## src/rtl/cpu_types_pkg.sv

```systemverilog
// Shared CPU types: decoder fields, ALU operations and the multicycle controller's
// state and mux-select encodings.
package cpu_types_pkg;

    typedef enum logic [5:0] {
        OP_RTYPE = 6'h00,
        OP_J     = 6'h02,
        OP_JAL   = 6'h03,
        OP_BEQ   = 6'h04,
        OP_BNE   = 6'h05,
        OP_ADDIU = 6'h09,
        OP_SLTI  = 6'h0A,
        OP_SLTIU = 6'h0B,
        OP_ANDI  = 6'h0C,
        OP_ORI   = 6'h0D,
        OP_XORI  = 6'h0E,
        OP_LUI   = 6'h0F,
        OP_LW    = 6'h23,
        OP_SW    = 6'h2B,
        OP_HALT  = 6'h3F
    } opcode_t;

    typedef enum logic [5:0] {
        FN_SLL  = 6'h00,
        FN_SRL  = 6'h02,
        FN_JR   = 6'h08,
        FN_ADD  = 6'h20,
        FN_ADDU = 6'h21,
        FN_SUB  = 6'h22,
        FN_SUBU = 6'h23,
        FN_AND  = 6'h24,
        FN_OR   = 6'h25,
        FN_XOR  = 6'h26,
        FN_NOR  = 6'h27,
        FN_SLT  = 6'h2A,
        FN_SLTU = 6'h2B
    } funct_t;

    typedef enum logic [3:0] {
        ALU_ADD  = 4'd0,
        ALU_SUB  = 4'd1,
        ALU_AND  = 4'd2,
        ALU_OR   = 4'd3,
        ALU_XOR  = 4'd4,
        ALU_NOR  = 4'd5,
        ALU_SLT  = 4'd6,
        ALU_SLTU = 4'd7,
        ALU_SLL  = 4'd8,
        ALU_SRL  = 4'd9
    } aluop_t;

    typedef enum logic [2:0] {
        ST_FETCH  = 3'd0,
        ST_DECODE = 3'd1,
        ST_EXEC   = 3'd2,
        ST_MEM    = 3'd3,
        ST_WB     = 3'd4,
        ST_HALT   = 3'd5
    } ctrl_state_t;

    typedef enum logic [1:0] {
        PC_PC4    = 2'd0,
        PC_BRANCH = 2'd1,
        PC_JUMP   = 2'd2,
        PC_JREG   = 2'd3
    } pcsel_t;

    typedef enum logic [1:0] {
        SRC_REG      = 2'd0,
        SRC_IMM_SEXT = 2'd1,
        SRC_IMM_ZEXT = 2'd2,
        SRC_SHAMT    = 2'd3
    } alusrc_t;

    typedef enum logic [1:0] {
        DST_RD = 2'd0,
        DST_RT = 2'd1,
        DST_RA = 2'd2
    } regdst_t;

    typedef enum logic [1:0] {
        WB_ALU = 2'd0,
        WB_MEM = 2'd1,
        WB_PC4 = 2'd2,
        WB_LUI = 2'd3
    } wbsel_t;

    function automatic logic is_mem_op(opcode_t op);
        return (op == OP_LW) || (op == OP_SW);
    endfunction

endpackage

```

## src/rtl/multicycle_ctrl_if.sv

```systemverilog
// Decoder/datapath-facing bundle of the multicycle controller; master is the
// controller side, slave is the datapath/decoder side.
interface multicycle_ctrl_if;
    import cpu_types_pkg::*;

    opcode_t     opcode;
    funct_t      funct;
    logic        zero;
    logic        ihit;
    logic        dhit;
    logic        iREN;
    logic        dREN;
    logic        dWEN;
    logic        ir_en;
    logic        pc_en;
    pcsel_t      pc_sel;
    alusrc_t     alu_src_b;
    aluop_t      alu_op;
    logic        reg_wen;
    regdst_t     reg_dst;
    wbsel_t      wb_sel;
    logic        halt;
    ctrl_state_t state;

    modport master (
        input  opcode, funct, zero, ihit, dhit,
        output iREN, dREN, dWEN, ir_en, pc_en, pc_sel, alu_src_b, alu_op,
               reg_wen, reg_dst, wb_sel, halt, state
    );

    modport slave (
        output opcode, funct, zero, ihit, dhit,
        input  iREN, dREN, dWEN, ir_en, pc_en, pc_sel, alu_src_b, alu_op,
               reg_wen, reg_dst, wb_sel, halt, state
    );

endinterface

```

## src/rtl/ctrl_alu_map.sv

```systemverilog
// Combinational opcode/funct decode into ALU operation, B-operand source and an
// illegal-instruction flag.
module ctrl_alu_map
    import cpu_types_pkg::*;
(
    input  opcode_t opcode,
    input  funct_t  funct,
    output aluop_t  alu_op,
    output alusrc_t alu_src_b,
    output logic    illegal
);

    // LUI result comes from the writeback mux, so its ALU setting is a don't-care.
    always_comb begin
        alu_op    = ALU_ADD;
        alu_src_b = SRC_REG;
        illegal   = 1'b0;
        case (opcode)
            OP_RTYPE: begin
                case (funct)
                    FN_SLL:          begin alu_op = ALU_SLL; alu_src_b = SRC_SHAMT; end
                    FN_SRL:          begin alu_op = ALU_SRL; alu_src_b = SRC_SHAMT; end
                    FN_JR:           alu_op = ALU_ADD;
                    FN_ADD, FN_ADDU: alu_op = ALU_ADD;
                    FN_SUB, FN_SUBU: alu_op = ALU_SUB;
                    FN_AND:          alu_op = ALU_AND;
                    FN_OR:           alu_op = ALU_OR;
                    FN_XOR:          alu_op = ALU_XOR;
                    FN_NOR:          alu_op = ALU_NOR;
                    FN_SLT:          alu_op = ALU_SLT;
                    FN_SLTU:         alu_op = ALU_SLTU;
                    default:         illegal = 1'b1;
                endcase
            end
            OP_J, OP_JAL, OP_HALT:    alu_op = ALU_ADD;
            OP_BEQ, OP_BNE:           alu_op = ALU_SUB;
            OP_ADDIU, OP_LW, OP_SW:   begin alu_op = ALU_ADD;  alu_src_b = SRC_IMM_SEXT; end
            OP_SLTI:                  begin alu_op = ALU_SLT;  alu_src_b = SRC_IMM_SEXT; end
            OP_SLTIU:                 begin alu_op = ALU_SLTU; alu_src_b = SRC_IMM_SEXT; end
            OP_ANDI:                  begin alu_op = ALU_AND;  alu_src_b = SRC_IMM_ZEXT; end
            OP_ORI:                   begin alu_op = ALU_OR;   alu_src_b = SRC_IMM_ZEXT; end
            OP_XORI:                  begin alu_op = ALU_XOR;  alu_src_b = SRC_IMM_ZEXT; end
            OP_LUI:                   begin alu_op = ALU_OR;   alu_src_b = SRC_IMM_ZEXT; end
            default:                  illegal = 1'b1;
        endcase
    end

endmodule

```

## src/rtl/multicycle_ctrl.sv

```systemverilog
// Multicycle control FSM sequencing fetch, decode, execute, memory and writeback
// over the shared datapath; only the state and the sticky halt flag are registered.
module multicycle_ctrl
    import cpu_types_pkg::*;
#(
    parameter bit HALT_ON_ILLEGAL = 1'b0
) (
    input logic               CLK,
    input logic               RST,
    multicycle_ctrl_if.master bus
);

    localparam logic [2:0] S_FETCH  = ST_FETCH;
    localparam logic [2:0] S_DECODE = ST_DECODE;
    localparam logic [2:0] S_EXEC   = ST_EXEC;
    localparam logic [2:0] S_MEM    = ST_MEM;
    localparam logic [2:0] S_WB     = ST_WB;
    localparam logic [2:0] S_HALT   = ST_HALT;

    logic [2:0] state_q;
    logic [2:0] next_state;
    logic       halt_q;
    aluop_t     map_alu_op;
    alusrc_t    map_src;
    logic       map_illegal;

    ctrl_alu_map u_alu_map (
        .opcode    (bus.opcode),
        .funct     (bus.funct),
        .alu_op    (map_alu_op),
        .alu_src_b (map_src),
        .illegal   (map_illegal)
    );

    always_ff @(posedge CLK) begin
        if (RST) begin
            state_q <= S_FETCH;
            halt_q  <= 1'b0;
        end else begin
            state_q <= next_state;
            halt_q  <= halt_q | (next_state == S_HALT);
        end
    end

    // Everything is forced low while RST is high so an abandoned instruction
    // cannot leave a request or write enable asserted in the reset cycle.
    always_comb begin
        next_state    = state_q;
        bus.iREN      = 1'b0;
        bus.dREN      = 1'b0;
        bus.dWEN      = 1'b0;
        bus.ir_en     = 1'b0;
        bus.pc_en     = 1'b0;
        bus.pc_sel    = PC_PC4;
        bus.alu_src_b = SRC_REG;
        bus.alu_op    = ALU_ADD;
        bus.reg_wen   = 1'b0;
        bus.reg_dst   = DST_RD;
        bus.wb_sel    = WB_ALU;
        bus.halt      = halt_q & ~RST;
        bus.state     = RST ? ST_FETCH : ctrl_state_t'(state_q);
        if (!RST) begin
            case (state_q)
                S_FETCH: begin
                    bus.iREN = 1'b1;
                    if (bus.ihit) begin
                        bus.ir_en  = 1'b1;
                        bus.pc_en  = 1'b1;
                        bus.pc_sel = PC_PC4;
                        next_state = S_DECODE;
                    end
                end
                S_DECODE: begin
                    case (bus.opcode)
                        OP_J: begin
                            bus.pc_en  = 1'b1;
                            bus.pc_sel = PC_JUMP;
                            next_state = S_FETCH;
                        end
                        OP_JAL: begin
                            bus.pc_en   = 1'b1;
                            bus.pc_sel  = PC_JUMP;
                            bus.reg_wen = 1'b1;
                            bus.reg_dst = DST_RA;
                            bus.wb_sel  = WB_PC4;
                            next_state  = S_FETCH;
                        end
                        OP_HALT: next_state = S_HALT;
                        default: begin
                            if (bus.opcode == OP_RTYPE && bus.funct == FN_JR) begin
                                bus.pc_en  = 1'b1;
                                bus.pc_sel = PC_JREG;
                                next_state = S_FETCH;
                            end else if (map_illegal) begin
                                next_state = HALT_ON_ILLEGAL ? S_HALT : S_FETCH;
                            end else begin
                                next_state = S_EXEC;
                            end
                        end
                    endcase
                end
                S_EXEC: begin
                    bus.alu_op    = map_alu_op;
                    bus.alu_src_b = map_src;
                    if (bus.opcode == OP_BEQ || bus.opcode == OP_BNE) begin
                        bus.pc_en  = (bus.opcode == OP_BEQ) ? bus.zero : ~bus.zero;
                        bus.pc_sel = PC_BRANCH;
                        next_state = S_FETCH;
                    end else if (is_mem_op(bus.opcode)) begin
                        next_state = S_MEM;
                    end else begin
                        next_state = S_WB;
                    end
                end
                S_MEM: begin
                    if (bus.opcode == OP_LW) begin
                        bus.dREN = 1'b1;
                        if (bus.dhit) next_state = S_WB;
                    end else if (bus.opcode == OP_SW) begin
                        bus.dWEN = 1'b1;
                        if (bus.dhit) next_state = S_FETCH;
                    end else begin
                        next_state = S_FETCH;
                    end
                end
                S_WB: begin
                    bus.reg_wen = 1'b1;
                    bus.reg_dst = (bus.opcode == OP_RTYPE) ? DST_RD : DST_RT;
                    if (bus.opcode == OP_LW)       bus.wb_sel = WB_MEM;
                    else if (bus.opcode == OP_LUI) bus.wb_sel = WB_LUI;
                    else                           bus.wb_sel = WB_ALU;
                    next_state = S_FETCH;
                end
                S_HALT:  next_state = S_HALT;
                default: next_state = S_FETCH;
            endcase
        end
    end

endmodule

```

## src/flat_wrapper.sv

```systemverilog
// flat-port wrapper written by rule: the top's interface ports become plain ports
module multicycle_ctrl_flat import cpu_types_pkg::*;
#(
    parameter bit HALT_ON_ILLEGAL = 1'b0
)
  (CLK, RST, bus_opcode, bus_funct, bus_zero, bus_ihit, bus_dhit, bus_iREN, bus_dREN, bus_dWEN, bus_ir_en, bus_pc_en, bus_pc_sel, bus_alu_src_b, bus_alu_op, bus_reg_wen, bus_reg_dst, bus_wb_sel, bus_halt, bus_state);
  multicycle_ctrl_if bus_i ();
  input logic CLK;
  input logic RST;
  input wire logic [$bits(bus_i.opcode)-1:0] bus_opcode;
  input wire logic [$bits(bus_i.funct)-1:0] bus_funct;
  input wire logic [$bits(bus_i.zero)-1:0] bus_zero;
  input wire logic [$bits(bus_i.ihit)-1:0] bus_ihit;
  input wire logic [$bits(bus_i.dhit)-1:0] bus_dhit;
  output wire logic [$bits(bus_i.iREN)-1:0] bus_iREN;
  output wire logic [$bits(bus_i.dREN)-1:0] bus_dREN;
  output wire logic [$bits(bus_i.dWEN)-1:0] bus_dWEN;
  output wire logic [$bits(bus_i.ir_en)-1:0] bus_ir_en;
  output wire logic [$bits(bus_i.pc_en)-1:0] bus_pc_en;
  output wire logic [$bits(bus_i.pc_sel)-1:0] bus_pc_sel;
  output wire logic [$bits(bus_i.alu_src_b)-1:0] bus_alu_src_b;
  output wire logic [$bits(bus_i.alu_op)-1:0] bus_alu_op;
  output wire logic [$bits(bus_i.reg_wen)-1:0] bus_reg_wen;
  output wire logic [$bits(bus_i.reg_dst)-1:0] bus_reg_dst;
  output wire logic [$bits(bus_i.wb_sel)-1:0] bus_wb_sel;
  output wire logic [$bits(bus_i.halt)-1:0] bus_halt;
  output wire logic [$bits(bus_i.state)-1:0] bus_state;
  assign bus_i.opcode = bus_opcode;
  assign bus_i.funct = bus_funct;
  assign bus_i.zero = bus_zero;
  assign bus_i.ihit = bus_ihit;
  assign bus_i.dhit = bus_dhit;
  assign bus_iREN = bus_i.iREN;
  assign bus_dREN = bus_i.dREN;
  assign bus_dWEN = bus_i.dWEN;
  assign bus_ir_en = bus_i.ir_en;
  assign bus_pc_en = bus_i.pc_en;
  assign bus_pc_sel = bus_i.pc_sel;
  assign bus_alu_src_b = bus_i.alu_src_b;
  assign bus_alu_op = bus_i.alu_op;
  assign bus_reg_wen = bus_i.reg_wen;
  assign bus_reg_dst = bus_i.reg_dst;
  assign bus_wb_sel = bus_i.wb_sel;
  assign bus_halt = bus_i.halt;
  assign bus_state = bus_i.state;
  multicycle_ctrl #(.HALT_ON_ILLEGAL(HALT_ON_ILLEGAL)) u_core (.CLK(CLK), .RST(RST), .bus(bus_i));
endmodule
```

## config.mk

```make
export PLATFORM = sky130hd
export DESIGN_NAME = multicycle_ctrl_flat
export DESIGN_NICKNAME = d
export VERILOG_FILES = /design/src/rtl/cpu_types_pkg.sv /design/src/rtl/multicycle_ctrl_if.sv /design/src/rtl/ctrl_alu_map.sv /design/src/rtl/multicycle_ctrl.sv /design/src/flat_wrapper.sv
export SDC_FILE = /design/constraint.sdc
export NUM_CORES = 1
export LEC_CHECK = 0
export ABC_AREA = 1
export BUFFER_PORTS_ARGS = -buffer_cell sky130_fd_sc_hd__buf_2
export CORE_MARGIN = 2
export CORE_UTILIZATION = 30
export CTS_CLUSTER_SIZE = 28
export DETAILED_ROUTE_END_ITERATION = 8
export GPL_ROUTABILITY_DRIVEN = 0
export GPL_TIMING_DRIVEN = 0
export SKIP_LAST_GASP = 1
export SYNTH_ARGS = -nofsm -noshare
export SYNTH_HDL_FRONTEND = slang
export SYNTH_SLANG_ARGS = --single-unit
```

## constraint.sdc

```tcl
create_clock -name CLK -period 2.8 [get_ports CLK]
set_input_delay 0.56 -clock CLK [delete_from_list [all_inputs] [get_ports CLK]]
set_output_delay 0.56 -clock CLK [all_outputs]
set_load 0.02 [all_outputs]
```

After elaboration in Yosys (flattened, before gate mapping)
Cells that the tools add are included.
{"block": "word_totals", "regBits": 4, "latch_bits": 0, "mem_bits_rw": 0, "mem_bits_ro": 0, "inputBits": 17, "wordCells": 110, "memories": 0}
{"block": "classes", "addsub": 0, "multipliers": 0, "div_mod_pow": 0, "order_cmp": 0, "n_eq_ne": 32, "shifts": 0, "muxes": 57, "n_bitwise": 4, "n_reduce_logical": 15}
{"operator": "$eq 6x6->1 const B", "n": 13}
{"operator": "$eq 6x4->1 const B", "n": 8}
{"operator": "$pmux 4 s9", "n": 1}
{"operator": "$mux 3", "n": 10}
{"operator": "$pmux 4 s7", "n": 1}
{"operator": "$mux 2", "n": 11}
{"operator": "$mux 1", "n": 21}
{"operator": "$eq 6x2->1 const B", "n": 3}
{"operator": "$pmux 2 s2", "n": 4}
{"operator": "$pmux 3 s5", "n": 1}
{"operator": "$reduce_or 14->1", "n": 1}
{"operator": "$reduce_or 13->1", "n": 1}
{"operator": "$eq 6x3->1 const B", "n": 2}
{"operator": "$logic_not 6->1", "n": 2}
{"operator": "$reduce_or 2->1", "n": 5}
{"operator": "$eq 3x3->1 const B", "n": 3}
{"operator": "$mux 4", "n": 2}
{"operator": "$eq 3x2->1 const B", "n": 2}
{"operator": "$pmux 1 s2", "n": 3}
{"operator": "$pmux 2 s3", "n": 1}
{"operator": "$pmux 3 s2", "n": 1}
{"operator": "$reduce_or 5->1", "n": 1}
{"operator": "$reduce_or 4->1", "n": 1}
{"operator": "$eq 3x1->1 const B", "n": 1}
{"operator": "other kinds (7)", "n": 9}

Logic depth before layout (Yosys ltp)
Gate-level depths: netlist (run 1).
{"block": "logic_depth", "depth_word": 11, "depth_mapped": 11}

Modules after synthesis
Synthesis (run 1) repeated with hierarchy kept, for this count alone.
{"block": "unflattened", "cells_unflattened": 202, "hier_area_um2": 1021.0}
{"mod": "multicycle_ctrl", "n_inst": 1, "cells_each": 123, "area_per_inst_um2": 630.6, "seq_area_each_um2": 80.1}
{"mod": "ctrl_alu_map", "n_inst": 1, "cells_each": 79, "area_per_inst_um2": 390.4, "seq_area_each_um2": 0.0}

Least setup slack after synthesis (run 1)
Ideal clock, no wire load.
{"block": "synth_timing", "kind": "input to output", "startpoint": "input bus_opcode[5]", "endpoint": "output bus_wb_sel[1]", "arrival_time_ns": 1.997, "slack_ns": 0.243, "stages": 6, "path_buffers": 1, "path_cell_list": "nor2_2 buf_4 nand2_1 nor4_1 inv_1 o21ai_0"}
{"block": "synth_via", "elab_chain_cells": 5, "word_cells_on_any_way": 8, "cone_classes": "eq/ne (3); mux (5)"}
{"item": "from (decl)", "line_no": "flat_wrapper.sv:10", "source": "input wire logic [$bits(bus_i.opcode)-1:0] bus_opcode;"}
{"item": "$eq 6x4->1", "line_no": "multicycle_ctrl.sv:130", "source": "else if (bus.opcode == OP_LUI) bus.wb_sel = WB_LUI;"}
{"item": "$mux 2", "line_no": "multicycle_ctrl.sv:130"}
{"item": "$mux 2", "line_no": "multicycle_ctrl.sv:129", "source": "if (bus.opcode == OP_LW) bus.wb_sel = WB_MEM;"}
{"item": "$pmux 2 s2 *", "line_no": "multicycle_ctrl.sv:63", "source": "case (state_q)"}
{"item": "$mux 2 *", "line_no": "multicycle_ctrl.sv:62", "source": "if (!RST) begin"}
{"item": "to (decl)", "line_no": "flat_wrapper.sv:25", "source": "output wire logic [$bits(bus_i.wb_sel)-1:0] bus_wb_sel;"}
Mark *: on every way between the ends. The rest lies on a longest branch, timed or not.

Final worst setup path (run 1)
{"block": "layout_timing", "startpoint": "input bus_opcode[5]", "endpoint": "output bus_alu_op[0]"}
{"block": "layout_via", "elab_chain_cells": 5, "word_cells_on_any_way": 14, "cone_classes": "eq/ne (8); mux (3); reduce/logical (3)"}
{"item": "$eq 6x4->1 or $eq 6x3->1 (tied branches)", "line_no": "ctrl_alu_map.sv:18", "source": "case (opcode)"}
{"item": "$reduce_or 2->1 (on tied branches)"}
{"item": "$pmux 4 s7 *", "line_no": "ctrl_alu_map.sv:18"}
{"item": "$mux 4 *", "line_no": "multicycle_ctrl.sv:63"}
{"item": "$mux 4 *", "line_no": "multicycle_ctrl.sv:62"}
{"item": "to (decl)", "line_no": "flat_wrapper.sv:22", "source": "output wire logic [$bits(bus_i.alu_op)-1:0] bus_alu_op;"}
Marks and branches as above.

==> metrics, run 1 <==
outcome=complete, no violations; Tmin final=2.38 ns; vias in the first global route=951; Die ar.=3230 um2; synthesized flop and latch total=4; Sw Pwr=0.0806 mW; top-count cell post-synth=nor2_1; crit start category=input pin; PD cells=199 nW/um2; placed cell area=1070 um2; Post-synth top flop=dfxtp_1; Synth area leader=nor2_1; DR iter-0 viols=52; Fin Hold WS=0.457 ns; largest net degree at the start of global routing=11; setup repair bufs after CTS=0; final count of negative-setup-slack endpoints=0; Hold Path Class=register to register; CP arrival=1.82 ns; Clock Latency Late Sink=0.23 ns; Critical Path Fanout Max=10; power share of the combinational group=40.0%; DRC Markers=0; total congestion overflow=0; crit path capture type=output pin; P_int=0.136 mW; 1st-pass router iterations=5; Routed Antenna Nets=0; most frequent CP cell=buf_2; fin. max-slew vios=0; Num CTS Buffers=3; clock tree buffer depth=2; fin util=40.2%; Synth top cells by count=35 x nor2_1, 32 x nand2_1, 29 x inv_1, 19 x nand3_1, 8 x a21oi_1; Crit-path slowest cell=o21ai_0; Worst-path clk slew=0.04 ns; Num Clock Sinks=4; clock power share=32.6%; Antenna Cells=0; CTS root buf=clkbuf_4; Required @ worst endpoint=2.24 ns; library cells used by synthesis=24; PortBufs=38; Async SR Flop Fraction=0%; Layout Nets=226; Placed Cells=235; PnR Total Power=0.217 mW; Synth area leaders=nor2_1 16%, nand2_1 14%, inv_1 13%, nand3_1 11%, dfxtp_1 9.6%; post-route clock period utilization=84.9%; cts hold-fix bufs=0; Max-Cap Viols=0; Ys Warns=0; power share of the sequential group=27.4%; ratio of cells with drive above 1 in the final layout=28.0%; # IOs=39; final hold vios=0; Syn Nets=183; crit path from=bus_opcode[5]; die height=56.9 um; Non-Filler Instances=238; CORE AREA=2710 um2; Syn Std Cell Area=838 um2; CP top delay family=compound AO/OA/AOI/OAI gates; sequential-to-total area share from yosys stat=9.55%; Sw Share=37.2%; via count=1137; initial antenna violation count=0; crit-path cells=buf_2, nor2_2, buf_4, nand2_1, o21ai_0, o31ai_2, a21oi_1, buf_2; VDD IR max=0.213 mV; HPWL reported at the end of detailed placement=1.98 mm; CP Buf/Inv Count=3; final worst slack=0.423 ns; Avg WL per Cell=9.74 um; Leak Pwr=0.630 nW; routed wire length=2.32 mm; Setup TNS Final=0 ns; area fraction of the dominant cell type after synthesis=15.7%; post-route cell area=1090 um2; critical path's largest stage delay=0.27 ns; area grow syn2layout=30.0%; Die W=56.9 um; RSZ-0062 raised after global routing=no; Placement Setup Slack=0.434 ns; initial core utilization=30.9%; relative slew slack=73.0%; Tot GR Track Use=14.0%; CTS tree=yes; Peak Freq=421 MHz; syn_area_per_cell=5.05 um2; Setup Crit Path Kind=input pin to output pin; clk_skew=0.000641 ns; CTS H-tree lvls=1; hold_sp=u_core.halt_q; first-pass GRT wire length=3.81 mm; worst reg2reg startpoint=u_core.state_q[0]; post_cts resized=0; Worst-Margin Slew=0.401 ns; row cnt=19; Avg Vias per Cell=4.78; Mapped Cells=166; Post-synth EDFFs=0
## state kept, by name, indices dropped and copies added (netlist names)
register / cells
u_core.halt_q: 1
u_core.state_q: 3
## cell usage in the layout, fill, tap and decap left out
cell type,count
nand2_2,3
buf_2,38
nor2_4,2
o21ai_0,4
nand4_1,4
inv_1,29
o21a_1,1
xor2_1,1
or2_2,1
clkbuf_1,1
nor2_2,4
nand2_1,32
o31ai_2,1
clkbuf_4,3
o22ai_1,1
dfxtp_1,4
inv_2,1
nand3_1,19
nand2_4,2
buf_4,2
nor4_1,1
a31oi_1,3
nor2_1,35
nand3_2,1
a21oi_1,8
nor3_1,6
## logic make-up (layout without fill, tap and decap cells)
kind of cell / Yosys count / in the layout / share of synthesized area [%]
AO/OA/AOI/OAI: 18 / 18 / 12.5
buffers and inverters: 33 / 74 / 15.7
AND/OR/NAND/NOR: 110 / 110 / 61.2
flip-flops: 4 / 4 / 9.55
XOR/XNOR: 1 / 1 / 1.04
## layout make-up
class	count	area (um2)
fill	325	1620
buffer	3	18.8
multi-input combinational	129	627
sequential	4	80.1
tap	31	38.8
inverter	30	113
clock buffer	3	22.5
timing repair buffer	38	190
## worst reg2reg max path, cell delays in order (launching register included)
cell and delay (ns):
dfxtp_1 0.29, buf_4 0.15, nor3_1 0.36, nand4_1 0.21
o21a_1 0.15, a21oi_1 0.15
## routing by layer
layer  share of wire [%]  track usage [%]  routed length, um  vias up
met2                  48             25.1               1110       24
met1                  48             18.8               1120      502
met4                   0             1.99                  0        0
li1                    -                -                  -      611
met5                   0                0                  0        -
met3                 3.8            0.691                 87        0
## path summary, 6_finish.rpt
check	to	depth (start not counted)	slack [ns]
max reg2reg	u_core.state_q[1]	5	1.43
min	u_core.halt_q	2	0.46
min reg2reg	u_core.halt_q	2	0.46
max	bus_alu_op[0]	8	0.42
## power by group through the flow
stage          sequential [mW]  combinational, mW  clock [mW]
4_1_cts                 0.0594             0.0872      0.0713
3_5_place_dp            0.0603             0.0867           0
2_1_floorplan           0.0602             0.0538           0
6_report                0.0594             0.0867      0.0708
5_1_grt                 0.0594             0.0987      0.0742
3_3_place_gp            0.0603             0.0871           0
Power figures use the tool's default switching activity.
==> run 2: changes to the inputs <==
Settings changed: ABC_AREA 1 to 0.
Clock period 2.8 ns to 2.4 ns, I/O delays scaled along.
==> run 2 against run 1 <==
Compared with the run above:
- first-iteration DRC count fell by 54%
- sequential share of layout area fell by 0.059 points
- synthesized cell count fell by 23%
- critical path depth fell by 1
- combinational power rose by 37%
- clock power rose by 15%
- non-clock buffer count rose by 5
- area after synthesis fell by 4.0%
- highest routed layer unchanged
==> metrics, run 2 <==
hold_sp=u_core.halt_q; Syn Nets=144 (-21%); reg-to-reg endpoint=u_core.halt_q; # IOs=39 (unchanged); routed wire length=2.46 mm (+6.2%); Fin Hold WS=0.473 ns (+0.0164 ns); Reg2Reg Depth=5 (unchanged); HPWL reported at the end of detailed placement=1.95 mm (-1.3%); Max-Cap Viols=0 (unchanged); Avg WL per Cell=12.5 um (+28%); Num CTS Buffers=3 (unchanged); worst hold path cell count=2 (unchanged); synthesized flop and latch total=4 (unchanged); power share of the combinational group=44.1% (+4.1 points); Num Clock Sinks=4 (unchanged); Hold Path End=u_core.halt_q; Sw Pwr=0.0956 mW (+19%); initial core utilization=32.2% (+1.2 points); largest net degree at the start of global routing=11 (unchanged); 1st-pass router iterations=4 (-1); clock tree buffer depth=2 (unchanged); Leak Pwr=0.496 nW (-21%); commonest non-fill, non-tap cell in the layout=buf_2; PortBufs=35 (-7.9%); area fraction of the dominant cell type after synthesis=11.7% (-4.0 points); Critical Path Fanout Max=2 (-8); CORE AREA=2500 um2 (-7.8%); sequential-to-total area share from yosys stat=9.95% (+0.40 points); DRC Markers=0 (unchanged); crit path capture type=output pin; crit-path cells=buf_8, or4_4, nor3_4, a21oi_2, nor4_2, nor2b_2, buf_6; VDD IR max=0.222 mV (+4.1%); library cells used by synthesis=39 (+63%); CP arrival=1.85 ns (+0.03 ns); critical path's largest stage delay=0.55 ns (+0.28 ns); Mapped Cells=127 (-23%); fillers=283 (-13%); top-count cell post-synth=nor2_1; Non-Filler Instances=197 (-17%); largest reg by FF count=u_core.state_q; syn_area_per_cell=6.33 um2 (+25%); die height=55.8 um (-1.9%); Crit-path slowest cell=or4_4; PD cells=246 nW/um2 (+24%); crit start category=input pin; Die W=55.8 um (-1.9%); total congestion overflow=0 (unchanged); Die ar.=3110 um2 (-3.7%); final worst slack=0.0658 ns (-0.357 ns); PnR Total Power=0.270 mW (+25%); Required @ worst endpoint=1.92 ns (-0.32 ns); relative slew slack=70.7% (-2.3 points); r2r setup slk=0.80 ns (-0.63 ns); CTS tree=yes; Tot GR Track Use=15.2% (+1.2 points); CTS root buf=clkbuf_4; P_int=0.174 mW (+28%); RSZ-0062 raised after global routing=yes; Async SR Flop Fraction=0% (unchanged); ratio of cells with drive above 1 in the final layout=33.5% (+5.5 points); Antenna Cells=0 (unchanged); Hold Path Class=register to register; via count=1050 (-7.7%); placed cell area=1020 um2 (-4.7%); final count of negative-setup-slack endpoints=0 (unchanged); Ys Warns=0 (unchanged); vias in the first global route=988 (+3.9%); CTS H-tree lvls=1 (unchanged); fin. max-slew vios=0 (unchanged); worst reg2reg startpoint=u_core.state_q[1]; CP Buf/Inv Count=2 (-1); Synth top cells by count=25 x nor2_1, 12 x a21oi_1, 10 x nand2_1, 8 x o21ai_0, 6 x nand3_1; Worst-path clk slew=0.04 ns (about the same); Synth area leaders=nor2_1 12%, dfxtp_1 10%, a21oi_1 7.5%, buf_6 7.0%, o21ai_0 5.0%; Avg Vias per Cell=5.33 (+12%); Synth area leader=nor2_1; area grow syn2layout=36.5%; first-pass GRT wire length=3.99 mm (+4.7%); Placement Setup Slack=0.0111 ns (-0.422 ns); Sw Share=35.4% (-1.7 points); row cnt=18 (-1); Clock Latency Late Sink=0.23 ns (about the same); Worst-Margin Slew=0.434 ns (+0.0324 ns); Peak Freq=428 MHz; Tmin final=2.33 ns; Routed Antenna Nets=0 (unchanged); DR iter-0 viols=24 (-54%); Post-synth top flop=dfxtp_1; clk_skew=0.00416 ns (+0.00352 ns); post-route clock period utilization=97.3%; initial antenna violation count=0 (unchanged); outcome=complete, no violations; post-route cell area=1100 um2 (+0.80%); Layout Nets=186 (-18%); Syn Std Cell Area=805 um2 (-4.0%); Setup Crit Path Kind=input pin to output pin; Top Registers=u_core.state_q: 3 flops, u_core.halt_q: 1 flops; power share of the sequential group=25.8% (-1.6 points); clock power share=30.1% (-2.5 points); commonest cells after routing, fill and taps aside=33 x buf_2, 25 x nor2_1, 11 x a21oi_1, 10 x nand2_1, 8 x o21ai_0; Post-synth EDFFs=0 (unchanged); max FFs per register=3 (unchanged); final hold vios=0 (unchanged); CP top delay family=simple AND/OR/NAND/NOR gates; Placed Cells=192 (-18%)
## run 2: cell count changes after synthesis, moves of 5 or more
cell	delta
nand2_1	-22
buf_6	+5
nor2b_1	+5
nor2_1	-10
inv_1	-24
nand3_1	-13
## run 2: cells by family after synthesis
group / Yosys count / share of synthesized area (%)
AND/OR/NAND/NOR: 76 / 52.7
buffers and inverters: 14 / 11.4
AO/OA/AOI/OAI: 31 / 23.8
flip-flops: 4 / 9.95
XOR/XNOR: 2 / 2.18
## run 2: cell type report
| class | count | area [um2] | area share, % |
|---|---|---|---|
| plain buffers | 9 | 72.6 | 6.61 |
| clock buffers | 3 | 22.5 | 2.05 |
| inverters | 5 | 18.8 | 1.71 |
| multi-input cells | 109 | 654 | 59.6 |
| flip-flops and latches | 4 | 80.1 | 7.29 |
| well taps | 30 | 37.5 | 3.42 |
| repair buffers | 37 | 213 | 19.4 |
## run 2: worst min-delay path, delay by kind of cell (launching register included)
kind	cells	cell delay [ns]
buf+inv	1	0.06
compound gates	1	0.07
flops	1	0.29
## run 2: repair_timing
item / in CTS / in global routing
buffers inserted: 0 / 2
resized for setup: 0 / 12
hold buffers: 0 / 0
endpoints found under the setup margin: 0 / 9
## run 2: worst max path at each step
stage | slack (ns) | cells after the start | to | from
2_1_floorplan | 0.17 | 6 | bus_alu_op[0] | bus_opcode[0]
3_3_place_gp | -0.001 | 7 | bus_pc_sel[1] | bus_funct[2]
3_5_place_dp | 0.01 | 7 | bus_pc_sel[1] | bus_funct[0]
4_1_cts | 0.006 | 7 | bus_pc_sel[1] | bus_funct[0]
5_1_grt | -0.07 | 8 | bus_alu_src_b[1] | bus_opcode[2]
6_report | 0.07 | 7 | bus_pc_sel[1] | bus_funct[0]
## run 2: routing by layer
metal	share of wire, %	up-vias	global-route usage (%)	wire length (um)
li1	-	539	-	-
met5	0	-	0	0
met4	0	0	5.23	0
met1	43	488	17.7	1070
met2	51	23	28.4	1270
met3	5.1	0	1.63	126
## run 2: per-stage QoR
stage | util (%) | setup TNS, ns
floorplan | - | 0
detailed placement | 40.7 | 0
global placement | 40.7 | -0.00132
CTS | 41.6 | 0
global route | 43.9 | -0.109
finish | 43.9 | 0
## run 2: power by group through the flow
| stage | clock [mW] | combinational [mW] | sequential (mW) |
|---|---|---|---|
| 2_1_floorplan | 0 | 0.0749 | 0.0704 |
| 3_3_place_gp | 0 | 0.110 | 0.0707 |
| 3_5_place_dp | 0 | 0.112 | 0.0707 |
| 4_1_cts | 0.0858 | 0.112 | 0.0697 |
| 5_1_grt | 0.0876 | 0.131 | 0.0698 |
| 6_report | 0.0812 | 0.119 | 0.0697 |
